## src/rtl/jtlabrun_rom_fetch_pkg.sv

```systemverilog
// Fetch sequencer state encoding for the main-CPU ROM cache.
// No datapath; types only.
// No flow control of its own.
package jtlabrun_rom_fetch_pkg;

    typedef enum logic [1:0] {
        ST_IDLE,
        ST_REQ,
        ST_WAIT,
        ST_FILL
    } fetch_state_t;

endpackage

```

## src/rtl/jtlabrun_rom_tags.sv

```systemverilog
// Direct-mapped line store: valid bits, tags and 32-bit data words.
// Async read; write lands on the next clk edge.
// No backpressure; flush/reset clear every valid bit and beat a concurrent write.
module jtlabrun_rom_tags #(
    parameter int TW   = 12,
    parameter int IDXW = 3
) (
    input  logic            clk,
    input  logic            rst,
    input  logic            flush,
    input  logic [IDXW-1:0] rd_idx,
    output logic            rd_valid,
    output logic [TW-1:0]   rd_tag,
    output logic [31:0]     rd_data,
    input  logic            wr_en,
    input  logic [IDXW-1:0] wr_idx,
    input  logic [TW-1:0]   wr_tag,
    input  logic [31:0]     wr_data
);

    localparam int LINES = 1 << IDXW;

    logic [LINES-1:0] valid;
    logic [TW-1:0]    tags  [LINES];
    logic [31:0]      words [LINES];

    always_ff @(posedge clk) begin
        if (rst || flush) begin
            valid <= '0;
        end else if (wr_en) begin
            valid[wr_idx] <= 1'b1;
        end
    end

    // Tag/data need no reset: valid gates every use of them.
    always_ff @(posedge clk) begin
        if (wr_en) begin
            tags[wr_idx]  <= wr_tag;
            words[wr_idx] <= wr_data;
        end
    end

    assign rd_valid = valid[rd_idx];
    assign rd_tag   = tags[rd_idx];
    assign rd_data  = words[rd_idx];

endmodule

```

## src/rtl/jtlabrun_rom_fetch.sv

```systemverilog
// Byte-wide 6809 ROM port in front of a 32-bit SDRAM slot, with a direct-mapped word cache.
// Hit: cpu_ok 1 clk after cpu_addr settles; miss: one SDRAM word fetch, fill, then hit.
// sdram_req held until sdram_ack; cpu_ok stays low (CPU waits) while a fetch is in flight.
module jtlabrun_rom_fetch
    import jtlabrun_rom_fetch_pkg::*;
#(
    parameter int AW   = 17,
    parameter int IDXW = 3
) (
    input  logic          clk,
    input  logic          rst,
    input  logic          flush,
    input  logic [AW-1:0] cpu_addr,
    input  logic          cpu_cs,
    output logic [7:0]    cpu_data,
    output logic          cpu_ok,
    output logic [AW-3:0] sdram_addr,
    output logic          sdram_req,
    input  logic          sdram_ack,
    input  logic          sdram_rdy,
    input  logic [31:0]   sdram_din
);

    localparam int WW = AW - 2;
    localparam int TW = AW - IDXW - 2;

    fetch_state_t state, state_nx;

    logic [IDXW-1:0] cpu_idx;
    logic [TW-1:0]   cpu_tag;
    logic [1:0]      cpu_byte;
    logic            line_valid;
    logic [TW-1:0]   line_tag;
    logic [31:0]     line_data;
    logic [7:0]      line_byte;
    logic            hit;
    logic            hit_take;
    logic            fill_now;
    logic            wr_en;
    logic            drop;
    logic            ok_q;
    logic [AW-1:0]   ok_addr;
    logic [7:0]      data_q;

    assign cpu_idx  = cpu_addr[IDXW+1:2];
    assign cpu_tag  = cpu_addr[AW-1:IDXW+2];
    assign cpu_byte = cpu_addr[1:0];

    jtlabrun_rom_tags #(
        .TW   (TW),
        .IDXW (IDXW)
    ) u_tags (
        .clk      (clk),
        .rst      (rst),
        .flush    (flush),
        .rd_idx   (cpu_idx),
        .rd_valid (line_valid),
        .rd_tag   (line_tag),
        .rd_data  (line_data),
        .wr_en    (wr_en),
        .wr_idx   (sdram_addr[IDXW-1:0]),
        .wr_tag   (sdram_addr[WW-1:IDXW]),
        .wr_data  (sdram_din)
    );

    assign hit      = line_valid && (line_tag == cpu_tag);
    assign hit_take = (state == ST_IDLE) && cpu_cs && hit && !flush;

    // rdy counts in REQ only when it arrives together with the ack.
    assign fill_now = sdram_rdy && ((state == ST_WAIT) || ((state == ST_REQ) && sdram_ack));
    assign wr_en    = fill_now && !drop && !flush;

    always_comb begin
        line_byte = line_data[7:0];
        case (cpu_byte)
            2'd1:    line_byte = line_data[15:8];
            2'd2:    line_byte = line_data[23:16];
            2'd3:    line_byte = line_data[31:24];
            default: line_byte = line_data[7:0];
        endcase
    end

    always_comb begin
        state_nx = state;
        case (state)
            ST_IDLE: if (cpu_cs && !flush && !hit) state_nx = ST_REQ;
            ST_REQ:  if (sdram_ack) state_nx = sdram_rdy ? ST_FILL : ST_WAIT;
            ST_WAIT: if (sdram_rdy) state_nx = ST_FILL;
            ST_FILL: state_nx = ST_IDLE;
            default: state_nx = ST_IDLE;
        endcase
    end

    always_ff @(posedge clk) begin
        if (rst) begin
            state      <= ST_IDLE;
            sdram_req  <= 1'b0;
            sdram_addr <= '0;
            ok_q       <= 1'b0;
            ok_addr    <= '0;
            data_q     <= 8'd0;
            drop       <= 1'b0;
        end else begin
            state <= state_nx;
            ok_q  <= hit_take;
            if (hit_take) begin
                data_q  <= line_byte;
                ok_addr <= cpu_addr;
            end
            if ((state == ST_IDLE) && (state_nx == ST_REQ)) begin
                sdram_req  <= 1'b1;
                sdram_addr <= cpu_addr[AW-1:2];
                drop       <= 1'b0;
            end else if ((state == ST_REQ) && sdram_ack) begin
                sdram_req <= 1'b0;
            end
            // A flush while the word is in flight makes it stale: finish the handshake, skip the fill.
            if (flush && ((state == ST_REQ) || (state == ST_WAIT))) begin
                drop <= 1'b1;
            end
        end
    end

    // Registered hit is only reported while the CPU still presents that exact address.
    assign cpu_ok   = ok_q && cpu_cs && !flush && (cpu_addr == ok_addr);
    assign cpu_data = data_q;

endmodule

```

## config.mk

```make
export PLATFORM = sky130hd
export DESIGN_NAME = jtlabrun_rom_fetch
export DESIGN_NICKNAME = d
export VERILOG_FILES = /design/src/rtl/jtlabrun_rom_fetch_pkg.sv /design/src/rtl/jtlabrun_rom_tags.sv /design/src/rtl/jtlabrun_rom_fetch.sv
export SDC_FILE = /design/constraint.sdc
export NUM_CORES = 1
export LEC_CHECK = 0
export ABC_AREA = 1
export CORE_UTILIZATION = 43
export DETAILED_ROUTE_END_ITERATION = 8
export DONT_BUFFER_PORTS = 1
export GPL_TIMING_DRIVEN = 0
export PLACE_DENSITY = 0.61
export SYNTH_ARGS = -nofsm -noshare
export SYNTH_HDL_FRONTEND = slang
export SYNTH_SLANG_ARGS = --single-unit
export TNS_END_PERCENT = 10
```

## constraint.sdc

```tcl
create_clock -name clk -period 4.6 [get_ports clk]
set_input_delay 0.92 -clock clk [delete_from_list [all_inputs] [get_ports clk]]
set_output_delay 0.92 -clock clk [all_outputs]
set_load 0.05 [all_outputs]
```

==> qor.csv <==
metric;value;unit
pre-CTS setup slack;-0.1286;ns
post-layout min period;4.420;ns
clk_lat worst skew;0.56;ns
Synth area leader;edfxtp_1;
Worst Slack Setup Final;0.1805;ns
Mapped Nets;1493;
final setup fails;0;
top cells by area, synth;edfxtp_1 64%, dfxtp_1 6.4%, nand2_1 5.2%, nor2_1 5.1%, o21ai_0 4.1%;
CTS tree;done;
DP Wirelength;29.43;mm
Max Clock Skew;0.01504;ns
actual slew at the worst max-slew pin;0.9405;ns
Max-cap violations;0;
Critical Path Sink Type;primary output;
number of enable flip-flop cells after synthesis;352;
CTS resizes;1;
CTS Buffer Depth;3;
First-pass DRT Iterations;5;
via/cell ratio;5.447;
Layout area overhead;14.40;%
CP top delay family;buffers and inverters;
via count;11100;
gr usage total;0.2314;
Syn Inst Count;1434;
final net count;1553;
syn avg cell area;11.47;sq um
register area share after synthesis;0.7070;
maximum fanout along the worst path;10;
Max IR drop VDD;301.8;uV
final hold slack;0.4553;ns
Max transition margin;0.3715;
crit start category;input port;
CTS Hold Buffers Added;0;
ANT cells;0;
CP max stage cell;nor4_4;
number of synthesized register bits;405;
PwrDens;452.4;nW/um^2
post-route design area;18820;sq um
gpl congestion;0.8699;
WL/cell;21.77;um
Final Max Tran Viols;0;
hold path depth;0;
cell area after synthesis;16450;sq um
Core Rows;71;
first-pass GRT wire length;66.82;mm
area of the core;37670;sq um
IO Pins;80;
YS warnings;0;
clk root buf;clkbuf_16;
Setup CP Type;input port to primary output;
Async SR Flop Fraction;0;
worst r2r path cells;12;
leakage;6.724;nW
Die Y;197.6;um
ANT nets after route;0;
GR Overflow Total;0;
end of the worst register-to-register path;u_tags.words[1][31]$_DFFE_PP_;
Arr. time, crit path;3.50;ns
share of layout cells above drive strength 1;0.08448;
worst r2r src;state[1]$_SDFF_PP0_;
CTS sink count;405;
Pwr Total;8.514;mW
main flop type after synthesis;edfxtp_1;
First DRT Iteration DRCs;1006;
r2r setup slk;1.79;ns
Worst-path clk slew;0.06;ns
worst path bufs/invs;4;
CTS Buf Count;43;
initial antenna violation count;0;
max incr delay on CP;0.67;ns
Min-Delay Startpoint;sdram_din[16];
CTS HTree Levels;2;
status;finished, final reports clean;
post-synth cell types;33;
Initial Util;0.4368;
number of remaining DRC errors;0;
die area;39050;sq um
Routed WL;44.36;mm
PortBufs;0;
maximum clock frequency;0.2263;GHz
most numerous cell in the Yosys netlist;edfxtp_1;
Yosys top cell area share;0.6425;
placed cell area;17490;sq um
postcts setup bufs;0;
unrepaired setup endpoints after global routing;false;
Hold Vio Cnt, Final;0;
Synth top cells by count;352 x edfxtp_1, 228 x nand2_1, 222 x nor2_1, 135 x o21ai_0, 111 x inv_1;
worst min path class;input port to register;
Die X;197.6;um
vias in the first global route;11020;
largest net degree at the start of global routing;27;
worst endpoint required time;3.68;ns
most frequent CP cell;buf_2;
sequence of cells on the critical path;inv_2 -> buf_2 -> buf_2 -> clkbuf_1 -> o22ai_1 -> a221oi_1 -> nand4_1 -> nor4_4;
fin crit share;0.9608;
Hold EP;u_tags.words[2][16]$_DFFE_PP_;
Final Core Density;0.4997;
-- per-layer routing --
layer,vias up,GRT usage,part of all wire
met5,-,0,0
met4,0,0.07321,0.024
met3,76,0.04815,0.075
met2,394,0.4002,0.49
met1,5457,0.2896,0.41
li1,5174,-,-
-- layout by cell type, fill, tap and decap left out, types with 9 or more instances in the layout --
cell	netlist	routed
a21oi_1	26	26
a31oi_1	9	9
buf_12	0	11
buf_2	21	21
clkbuf_1	41	51
clkbuf_16	0	44
clkinv_2	0	9
dfxtp_1	53	53
edfxtp_1	352	352
inv_1	111	111
nand2_1	228	228
nand3_1	72	72
nor2_1	222	214
o211ai_1	26	26
o21ai_0	135	135
o21ai_1	18	18
o221ai_1	32	32
o22ai_1	32	32
-- state kept, by name (all words and copies together) (netlist names) --
| name | flops |
|---|---|
| u_tags.words | 256 |
| u_tags.tags | 96 |
| ok_addr | 17 |
| sdram_addr | 15 |
| cpu_data | 8 |
| u_tags.valid | 8 |
| state | 2 |
| drop | 1 |
| ok_q | 1 |
| sdram_req | 1 |
-- stage by stage --
| stage | TNS (ns) | cells |
|---|---|---|
| 2_1_floorplan | 0 | 1434 |
| 3_3_place_gp | -492.14 | 1945 |
| 3_5_place_dp | -0.1286 | 1960 |
| 4_1_cts | 0 | 2038 |
| 5_1_grt | 0 | 2038 |
| 6_report | 0 | 2038 |
-- final cells by class --
cell class,count,area (sq um)
flip-flops and latches,405,11630
multi-input cells,835,4056
inverters,114,430.4
repair buffers,15,330.3
clock buffers,57,1180
fillers,3379,18850
well taps,511,639.4
clock inverters,21,143.9
plain buffers,80,409.1
-- worst max path at each step --
stage                                     to  slack, ns         from  cells after the start
6_report                              cpu_ok       0.18  cpu_addr[3]                      8
3_3_place_gp   u_tags.words[1][31]$_DFFE_PP_      -1.47    sdram_ack                      8
2_1_floorplan                         cpu_ok       0.12  cpu_addr[2]                      9
5_1_grt                               cpu_ok      0.004  cpu_addr[4]                      8
3_5_place_dp                          cpu_ok      -0.13  cpu_addr[4]                      8
4_1_cts                               cpu_ok       0.23  cpu_addr[4]                      8
-- report_power, final --
group	switching [mW]	internal, mW	total, mW	leakage [nW]
Combinational	0.503	0.222	0.724	2.45
Sequential	0.327	4.21	4.53	3.61
Clock	1.39	1.86	3.25	0.656
-- cell families (layout without fill, tap and decap cells) --
group                      Yosys count  in the layout  synth area share
xor gates and xnor gates             3              3          0.001597
adders and majority gates            4              4          0.003042
buffers and inverters              194            287           0.05103
DFF                                405            405            0.7070
AOI/OAI and AO/OA                  295            295            0.1074
and+or+nand+nor                    533            533            0.1300
Note: power is estimated with default switching activity, not from simulation.
